===== src/rtl/debounce_pkg.sv =====
// Shared types and defaults for the multi-channel button debouncer.
package debounce_pkg;

    localparam int unsigned CNT_W_DEFAULT = 26;

    typedef enum logic [1:0] {
        RELEASED,
        PRESSED,
        HELD
    } btn_fsm_e;

endpackage


===== src/rtl/debounce_channel.sv =====
// One button channel: two-flop synchronizer, debounce filter, press/hold FSM and event pulses.
module debounce_channel
    import debounce_pkg::*;
#(
    parameter int unsigned DEBOUNCE_CYCLES   = 1000000,
    parameter int unsigned LONG_PRESS_CYCLES = 50000000,
    parameter int unsigned REPEAT_CYCLES     = 0,
    parameter bit          ACTIVE_LOW_IN     = 1'b0,
    parameter int unsigned CNT_W             = CNT_W_DEFAULT
) (
    input  logic clk,
    input  logic rst_n,
    input  logic button_in,
    output logic btn_state,
    output logic press_pulse,
    output logic release_pulse,
    output logic long_press_pulse
);

    localparam logic [CNT_W-1:0] DEB_LAST  = CNT_W'(DEBOUNCE_CYCLES - 1);
    localparam logic [CNT_W-1:0] LONG_LAST = CNT_W'(LONG_PRESS_CYCLES - 1);
    localparam logic [CNT_W-1:0] REP_LAST  = CNT_W'((REPEAT_CYCLES > 0) ? REPEAT_CYCLES - 1 : 0);

    logic             sync_q1;
    logic             sync_q2;
    logic             level;
    logic             accept;
    logic             press_acc;
    logic             release_acc;
    logic             long_next;
    logic [CNT_W-1:0] deb_cnt;
    logic [CNT_W-1:0] hold_cnt;
    logic [CNT_W-1:0] hold_next;
    btn_fsm_e         state;
    btn_fsm_e         state_next;

    assign level       = sync_q2 ^ ACTIVE_LOW_IN;
    assign accept      = (level != btn_state) && (deb_cnt == DEB_LAST);
    assign press_acc   = accept & ~btn_state;
    assign release_acc = accept & btn_state;

    // Synchronizer resets to the idle (released) raw level so reset exit never looks like a press.
    always_ff @(posedge clk or negedge rst_n) begin
        if (!rst_n) begin
            sync_q1       <= ACTIVE_LOW_IN;
            sync_q2       <= ACTIVE_LOW_IN;
            deb_cnt       <= '0;
            btn_state     <= 1'b0;
            press_pulse   <= 1'b0;
            release_pulse <= 1'b0;
        end else begin
            sync_q1       <= button_in;
            sync_q2       <= sync_q1;
            press_pulse   <= press_acc;
            release_pulse <= release_acc;
            if (level == btn_state || accept) begin
                deb_cnt <= '0;
            end else begin
                deb_cnt <= deb_cnt + CNT_W'(1);
            end
            if (accept) begin
                btn_state <= ~btn_state;
            end
        end
    end

    always_ff @(posedge clk or negedge rst_n) begin
        if (!rst_n) begin
            state            <= RELEASED;
            hold_cnt         <= '0;
            long_press_pulse <= 1'b0;
        end else begin
            state            <= state_next;
            hold_cnt         <= hold_next;
            long_press_pulse <= long_next;
        end
    end

    // Release takes priority over any hold threshold reached in the same cycle.
    always_comb begin
        state_next = state;
        hold_next  = hold_cnt;
        long_next  = 1'b0;
        unique case (state)
            RELEASED: begin
                hold_next = '0;
                if (press_acc) begin
                    state_next = PRESSED;
                end
            end
            PRESSED: begin
                if (release_acc) begin
                    state_next = RELEASED;
                    hold_next  = '0;
                end else if (hold_cnt == LONG_LAST) begin
                    state_next = HELD;
                    hold_next  = '0;
                    long_next  = 1'b1;
                end else begin
                    hold_next = hold_cnt + CNT_W'(1);
                end
            end
            HELD: begin
                if (release_acc) begin
                    state_next = RELEASED;
                    hold_next  = '0;
                end else if (REPEAT_CYCLES > 0) begin
                    if (hold_cnt == REP_LAST) begin
                        hold_next = '0;
                        long_next = 1'b1;
                    end else begin
                        hold_next = hold_cnt + CNT_W'(1);
                    end
                end else if (hold_cnt != '1) begin
                    hold_next = hold_cnt + CNT_W'(1);
                end
            end
            default: begin
                state_next = RELEASED;
                hold_next  = '0;
            end
        endcase
    end

endmodule


===== src/rtl/multi_button_debouncer.sv =====
// N_CH independent debounced button channels with press/release/long-press pulses.
module multi_button_debouncer
    import debounce_pkg::*;
#(
    parameter int unsigned N_CH              = 4,
    parameter int unsigned DEBOUNCE_CYCLES   = 1000000,
    parameter int unsigned LONG_PRESS_CYCLES = 50000000,
    parameter int unsigned REPEAT_CYCLES     = 0,
    parameter bit          ACTIVE_LOW_IN     = 1'b0,
    parameter int unsigned CNT_W             = CNT_W_DEFAULT
) (
    input  logic            clk,
    input  logic            rst_n,
    input  logic [N_CH-1:0] button_in,
    output logic [N_CH-1:0] btn_state,
    output logic [N_CH-1:0] press_pulse,
    output logic [N_CH-1:0] release_pulse,
    output logic [N_CH-1:0] long_press_pulse
);

    for (genvar ch = 0; ch < N_CH; ch++) begin : g_ch
        debounce_channel #(
            .DEBOUNCE_CYCLES  (DEBOUNCE_CYCLES),
            .LONG_PRESS_CYCLES(LONG_PRESS_CYCLES),
            .REPEAT_CYCLES    (REPEAT_CYCLES),
            .ACTIVE_LOW_IN    (ACTIVE_LOW_IN),
            .CNT_W            (CNT_W)
        ) u_channel (
            .clk             (clk),
            .rst_n           (rst_n),
            .button_in       (button_in[ch]),
            .btn_state       (btn_state[ch]),
            .press_pulse     (press_pulse[ch]),
            .release_pulse   (release_pulse[ch]),
            .long_press_pulse(long_press_pulse[ch])
        );
    end

endmodule


===== config.mk =====
export PLATFORM = sky130hd
export DESIGN_NAME = multi_button_debouncer
export DESIGN_NICKNAME = d
export VERILOG_FILES = /design/src/rtl/debounce_pkg.sv /design/src/rtl/debounce_channel.sv /design/src/rtl/multi_button_debouncer.sv
export SDC_FILE = /design/constraint.sdc
export NUM_CORES = 1
export LEC_CHECK = 0
export BUFFER_PORTS_ARGS = -buffer_cell sky130_fd_sc_hd__buf_2
export CORE_UTILIZATION = 65
export CTS_BUF_LIST = sky130_fd_sc_hd__clkbuf_4
export DETAILED_ROUTE_END_ITERATION = 6
export PLACE_DENSITY = 0.82
export SYNTH_ARGS = -nofsm -noshare
export SYNTH_HDL_FRONTEND = slang
export SYNTH_SLANG_ARGS = --single-unit

===== constraint.sdc =====
create_clock -name clk -period 4.6 [get_ports clk]
set_clock_uncertainty 0.2 [all_clocks]
set_input_delay 0.69 -clock clk [delete_from_list [all_inputs] [get_ports clk]]
set_output_delay 0.69 -clock clk [all_outputs]
set_load 0.01 [all_outputs]

==> flow_metrics.py, run 1 <==
metrics = {
    "floorplanning": {
        "std_cell_rows": 50,
        "die_h_microns": 140,
        "io_pins": 22,
        "start_util_pct": 66.3,
        "dieArea_sq_um": 19600,
        "fp.dieW_microns": 140,
        "core_sq_um": 18600,
    },
    "timing": {
        "whs_ps": 148,
        "slew_viol_final": 0,
        "setup_viol": 0,
        "worstMarginPinSlew_ps": 1190,
        "slew_headroom_pct": 19.8,
        "fin_crit_ps": 2910,
        "hold_violations": 0,
        "rsz0062_at_grt": "no",
        "final.period_utilization_pct": 63.3,
        "fin_setup_tns_ps": 0,
        "fmax_mhz": 344,
    },
    "synthesis": {
        "synth_xor_area_share_pct": 13.2,
        "synth_top_area_share_pct": 48.6,
        "synth_mux_area_share_pct": 0.902,
        "synth_area_sq_um": 12400,
        "synth_fa_ha_area_share_pct": 2.23,
        "synth-compound-area-share_pct": 6.33,
        "synth_ff_type": "dfrtp_1",
        "yosys.area_share.simple_pct": 25.2,
        "syn_inst": 1281,
        "synth_edf_count": 0,
        "synth_top_family_by_area": "simple AND/OR/NAND/NOR gates",
        "yosysWarnings": 0,
        "ys_seq_area_share_pct": 48.6,
        "synth.distinct_cells": 62,
        "synthesis.nets": 1309,
        "yosys-top-cells-area": "dfrtp_1 49%, xor2_1 7.4%, xnor2_1 5.7%",
        "yosys_register_bits": 240,
        "syn_avg_cell_area_sq_um": 9.64,
        "synth_area_leader_cell": "dfrtp_1",
        "synthArstFlopShare_pct": 100,
    },
    "clock_network": {
        "cts_buffers": 61,
        "cts_tree": "built",
        "cts_buffer_depth": 3,
        "clkLatencyLatePin_ps": 680,
        "htree_num_levels": 2,
        "clock_sinks": 240,
        "clockRootBuffer": "clkbuf_4",
        "clk_pin_slew_worst_paths_ps": 70,
        "cts_setup_buffers": 0,
    },
    "route": {
        "ant_nets": 0,
        "drc": 0,
        "via_per_inst": 5.87,
        "num_vias": 9376,
        "drt_first_pass_iters": 5,
        "drtIter0Drc": 506,
        "wl_per_cell_microns": 14.7,
        "totalWireLength_microns": 23600,
    },
    "placement": {
        "gp_congestion": 0.854,
        "dp_hpwl_microns": 15500,
        "dpl_cell_area_sq_um": 12500,
        "port_buffers": 21,
    },
    "setup_path": {
        "r2r_cells": 6,
        "crit_arrival_ps": 3270,
        "crit_path_start_kind": "flop",
        "cp_max_fo": 25,
        "required_ps": 4960,
        "critPathLaunch": "g_ch[2].u_channel.hold_cnt[0]",
        "crit-reg2reg-launch": "g_ch[2].u_channel.hold_cnt[0]",
        "critical_path_class": "flop to flop",
        "critPathCaptureType": "flop",
    },
    "global_route": {
        "grt_start_max_net_pins": 119,
        "grt_util_all_layers_pct": 25.4,
        "grt.overflow.total": 0,
        "grt_pass1_vias": 9242,
        "grt_pass1_wl_microns": 41500,
        "antenna_found_initial": 1,
    },
    "finish": {
        "layout_common_cells": "240 x dfrtp_1, 148 x nor2_1, 105 x xor2_1, 100 x o21ai_0, 90 x nand3_1",
        "stdcell_area_sq_um": 13300,
        "final_common_cell": "dfrtp_1",
        "drive_gt1_share_pct": 10.5,
        "fillers": 1423,
        "finish.utilization_pct": 71.3,
        "seq_area_sq_um": 6010,
        "multiInputGateArea_sq_um": 5910,
        "area_growth_pct": 7.55,
        "fin_nets": 1349,
    },
    "worst_hold_path": {
        "hp-class": "flop to flop",
        "hp-start": "g_ch[2].u_channel.sync_q1",
        "hold_depth": 0,
    },
    "outcome": {
        "status": "completed",
    },
    "power": {
        "powerDensity_nw_per_um2": 293,
        "power_mw": 3.89,
        "p_leak_nw": 5.61,
        "max-vdd-ir-drop_mv": 0.253,
    },
    "run": {
        "max_cap_viol_count": 0,
    },
}
-- final cells by class --
type | instances | area share [%]
tap | 234 | 2.20
antenna | 1 | 0.0188
multi-input combinational | 948 | 44.5
clock inverter | 22 | 0.669
timing repair buffer | 31 | 1.62
sequential | 240 | 45.2
inverter | 39 | 1.10
clock buffer | 83 | 4.69
-- registers in the layout, summed over array words and instances, names as in the netlist --
| signal | count |
|---|---|
| g_ch.u_channel.deb_cnt | 104 |
| g_ch.u_channel.btn_state | 4 |
| g_ch.u_channel.level | 4 |
| g_ch.u_channel.state | 8 |
| g_ch.u_channel.release_pulse | 4 |
| g_ch.u_channel.hold_cnt | 104 |
| g_ch.u_channel.long_press_pulse | 4 |
| g_ch.u_channel.sync_q1 | 4 |
| g_ch.u_channel.press_pulse | 4 |
-- final timing paths --
path	end	slack (ps)
max	g_ch[2].u_channel.hold_cnt[0]	1690
max in group asynchronous	g_ch[3].u_channel.deb_cnt[4]	2730
min in group asynchronous	g_ch[0].u_channel.release_pulse	450
min reg2reg	g_ch[2].u_channel.level	150
max reg2reg	g_ch[2].u_channel.hold_cnt[0]	1690
min	g_ch[2].u_channel.level	150
-- critical path: stages, from the launching register on --
cell and delay [ps]:
dfrtp_1 420, ha_1 240, nand4_1 190, nor4_1 630, and3_1 240, nand3_1 560
mux2i_1 340
-- what timing repair did --
item | in CTS | in global routing
hold buffers | 5 | 0
hold endpoints to repair | 119 | 0
resized for setup | 0 | 0
-- stage by stage --
step	worst slack, ps	cells
after floorplan	2340	1281
after global placement	1770	1487
after detailed placement	1670	1487
after CTS	1650	1597
after global routing	1400	1598
final	1690	1598
-- report_power, final --
part           total (mW)  switching [mW]  internal (mW)  leakage, nW
logic              0.0811          0.0628         0.0182         1.85
registers            2.13          0.0114           2.12         3.33
clock network        1.68           0.844          0.832        0.431
-- cells by family after synthesis --
| kind of cell | Yosys count |
|---|---|
| xor+xnor | 186 |
| fa+ha+maj | 22 |
| compound gates | 137 |
| buf+inv | 93 |
| simple gates | 593 |
| mux | 10 |
| flops | 240 |
-- synthesized netlist by cell type (all sizes together), types with 2 or more instances --
library cell  instances
nand3                91
a21oi                 9
o31ai                 4
dfrtp               240
and3                 33
nand4b                3
and4                 15
nor3b                 6
or3                  10
o21ai               101
nor4                 44
nand4                78
and2                  5
nor4b                 3
nor2                148
xor2                105
mux2                  6
buf                  30
inv                  39
clkbuf               24
xnor2                81
a22oi                 2
nand2                87
nor4bb                5
o41ai                 4
nor3                 33
o21bai                2
ha                   22
mux2i                 4
nor2b                 3
a31oi                 3
or4                  12
or2                   5
nand2b                8
-- layer usage --
metal	global-route usage [%]	share of wire, %
met4	9.77	1.7
met1	33.6	46
met2	42.0	48
met5	0	0
met3	4.47	3.7
Power figures use the tool's default switching activity.
==> inputs of run 2 (changes only) <==
==> constraint.sdc (replaced) <==
create_clock -name clk -period 2.9 [get_ports clk]
set_clock_uncertainty 0.2 [all_clocks]
set_input_delay 0.435 -clock clk [delete_from_list [all_inputs] [get_ports clk]]
set_output_delay 0.435 -clock clk [all_outputs]
set_load 0.01 [all_outputs]
==> run 2 against run 1 <==
Critical path depth is the same. Hold slack lost 63 ps. Combinational power grew 70%. First-iteration DRC count grew 13%. Worst setup slack lost 1400 ps. Register-to-register slack lost 1400 ps. Global-route usage grew 0.50 points. Wire length grew 2.6%. Design area grew 1.7%. Sequential power grew 59%. Critical endpoint is now g_ch[0].u_channel.hold_cnt[1].
==> flow_metrics.py, run 2 (same netlist as run 1, synthesis figures left out) <==
metrics = {
    "outcome": {
        "status": "completed",
    },
    "finish": {
        "final_common_cell": "dfrtp_1",
        "seq_area_sq_um": 6010,
        "drive_gt1_share_pct": 11.9,
        "area_growth_pct": 9.35,
        "fin_nets": 1374,
        "layout_common_cells": "240 x dfrtp_1, 148 x nor2_1, 105 x xor2_1, 100 x o21ai_0, 90 x nand3_1",
        "top_regs": "g_ch.u_channel.deb_cnt: 104 flops, g_ch.u_channel.hold_cnt: 104 flops, g_ch.u_channel.state: 8 flops",
        "fillers": 1383,
        "multiInputGateArea_sq_um": 5910,
    },
    "global_route": {
        "grt_pass1_vias": 9364,
        "grt_start_max_net_pins": 74,
        "grt.overflow.total": 0,
        "grt_pass1_wl_microns": 42200,
        "grt_util_all_layers_pct": 25.9,
        "antenna_found_initial": 1,
    },
    "clock_network": {
        "clk_pin_slew_worst_paths_ps": 70,
        "htree_num_levels": 2,
        "clockRootBuffer": "clkbuf_4",
        "cts_buffer_depth": 3,
        "cts_tree": "built",
        "cts_resized": 0,
        "clkLatencyLatePin_ps": 680,
        "clock_sinks": 240,
        "cts_buffers": 61,
    },
    "floorplanning": {
        "dieArea_sq_um": 19600,
        "io_pins": 22,
        "die_h_microns": 140,
        "start_util_pct": 66.3,
        "core_sq_um": 18600,
        "fp.dieW_microns": 140,
        "std_cell_rows": 50,
    },
    "placement": {
        "dp_hpwl_microns": 16200,
        "gp_congestion": 0.883,
        "port_buffers": 21,
        "pre_cts_slack_ps": 237,
    },
    "setup_path": {
        "critical_path_class": "flop to flop",
        "r2r_cells": 6,
        "cp_max_fo": 25,
        "reg2reg_to": "g_ch[0].u_channel.hold_cnt[1]",
        "required_ps": 3300,
        "critPathCaptureType": "flop",
        "crit-reg2reg-launch": "g_ch[0].u_channel.hold_cnt[0]",
        "crit_arrival_ps": 3060,
        "crit_path_start_kind": "flop",
        "r2r_slack_ps": 240,
    },
    "timing": {
        "fmax_mhz": 376,
        "slew_viol_final": 0,
        "fin_ws_ps": 241,
        "slew_headroom_pct": 33.0,
        "fin_crit_ps": 2660,
        "hold_violations": 0,
        "final.period_utilization_pct": 91.7,
        "fin_setup_tns_ps": 0,
        "rsz0062_at_grt": "no",
        "worstMarginPinSlew_ps": 1000,
        "setup_viol": 0,
    },
    "route": {
        "totalWireLength_microns": 24200,
        "wl_per_cell_microns": 14.9,
        "drc": 0,
        "drtIter0Drc": 573,
        "ant_nets": 0,
        "via_per_inst": 5.87,
        "drt_first_pass_iters": 5,
        "num_vias": 9545,
    },
    "power": {
        "switchingPower_mw": 1.45,
        "p_leak_nw": 5.74,
        "power_frac_comb_pct": 2.2,
        "p_clk_share_pct": 43.1,
        "seqPwrFrac_pct": 54.7,
        "max-vdd-ir-drop_mv": 0.353,
        "intPower_mw": 4.73,
        "powerDensity_nw_per_um2": 458,
        "switching_share_pct": 23.5,
    },
    "worst_hold_path": {
        "hp-class": "input pin to async pin",
    },
    "run": {
        "max_cap_viol_count": 0,
    },
}
run 2: worst max-delay path, stage by stage (launching register included):
cell,delay [ps]
dfrtp_1,450
ha_1,290
nand3_1,100
or4_1,470
nor3_1,350
nand3_2,440
mux2i_1,280
run 2: timing repair:
item                                   4_1_cts  5_1_grt
buffers inserted                             0        0
hold buffers                                 5        0
endpoints found under the hold margin      185        0
run 2: area by class of cell:
cell class | instances | share of cell area, %
multi-input combinational | 948 | 43.8
timing repair buffer | 56 | 3.17
clock inverter | 23 | 0.658
clock buffer | 84 | 4.67
tap | 234 | 2.17
antenna | 2 | 0.0371
sequential | 240 | 44.5
inverter | 39 | 1.08
run 2: through the flow:
stage	hold slack, ps	power, mW	util (%)	instances	instance area (sq um)
final	85.6	6.19	72.4	1626	13500
after global placement	132	3.58	68.3	1512	12700
after detailed placement	143	3.59	68.3	1512	12700
after floorplan	-60.6	3.49	-	1281	12400
after CTS	92.6	6.29	72.4	1624	13500
after global routing	131	6.48	72.4	1626	13500
run 2: power groups by stage:
stage	Clock [mW]	Combinational [mW]	Sequential [mW]
after global placement	0	0.136	3.45
final	2.66	0.138	3.38
after CTS	2.76	0.144	3.38
after detailed placement	0	0.139	3.45
after global routing	2.93	0.161	3.38
after floorplan	0	0.0431	3.44
run 2: how the worst max path moves through the flow:
| stage | from | end | slack, ps |
|---|---|---|---|
| finish | g_ch[0].u_channel.hold_cnt[0] | g_ch[0].u_channel.hold_cnt[1] | 240 |
| CTS | g_ch[0].u_channel.hold_cnt[0] | g_ch[0].u_channel.hold_cnt[1] | 250 |
| floorplan | g_ch[0].u_channel.deb_cnt[11] | g_ch[0].u_channel.hold_cnt[0] | 640 |
| global placement | g_ch[0].u_channel.hold_cnt[0] | g_ch[0].u_channel.hold_cnt[1] | 340 |
| global route | g_ch[0].u_channel.hold_cnt[1] | g_ch[0].u_channel.hold_cnt[1] | 60 |
| detailed placement | g_ch[0].u_channel.hold_cnt[0] | g_ch[0].u_channel.hold_cnt[1] | 240 |
run 2: routing by layer:
layer / up-vias / global-route usage, % / wire length (microns)
li1: 4677 / - / -
met1: 4657 / 34.5 / 11000
met2: 178 / 43.0 / 11700
met3: 33 / 4.58 / 1010
met4: 0 / 8.73 / 355
met5: - / 0 / 0
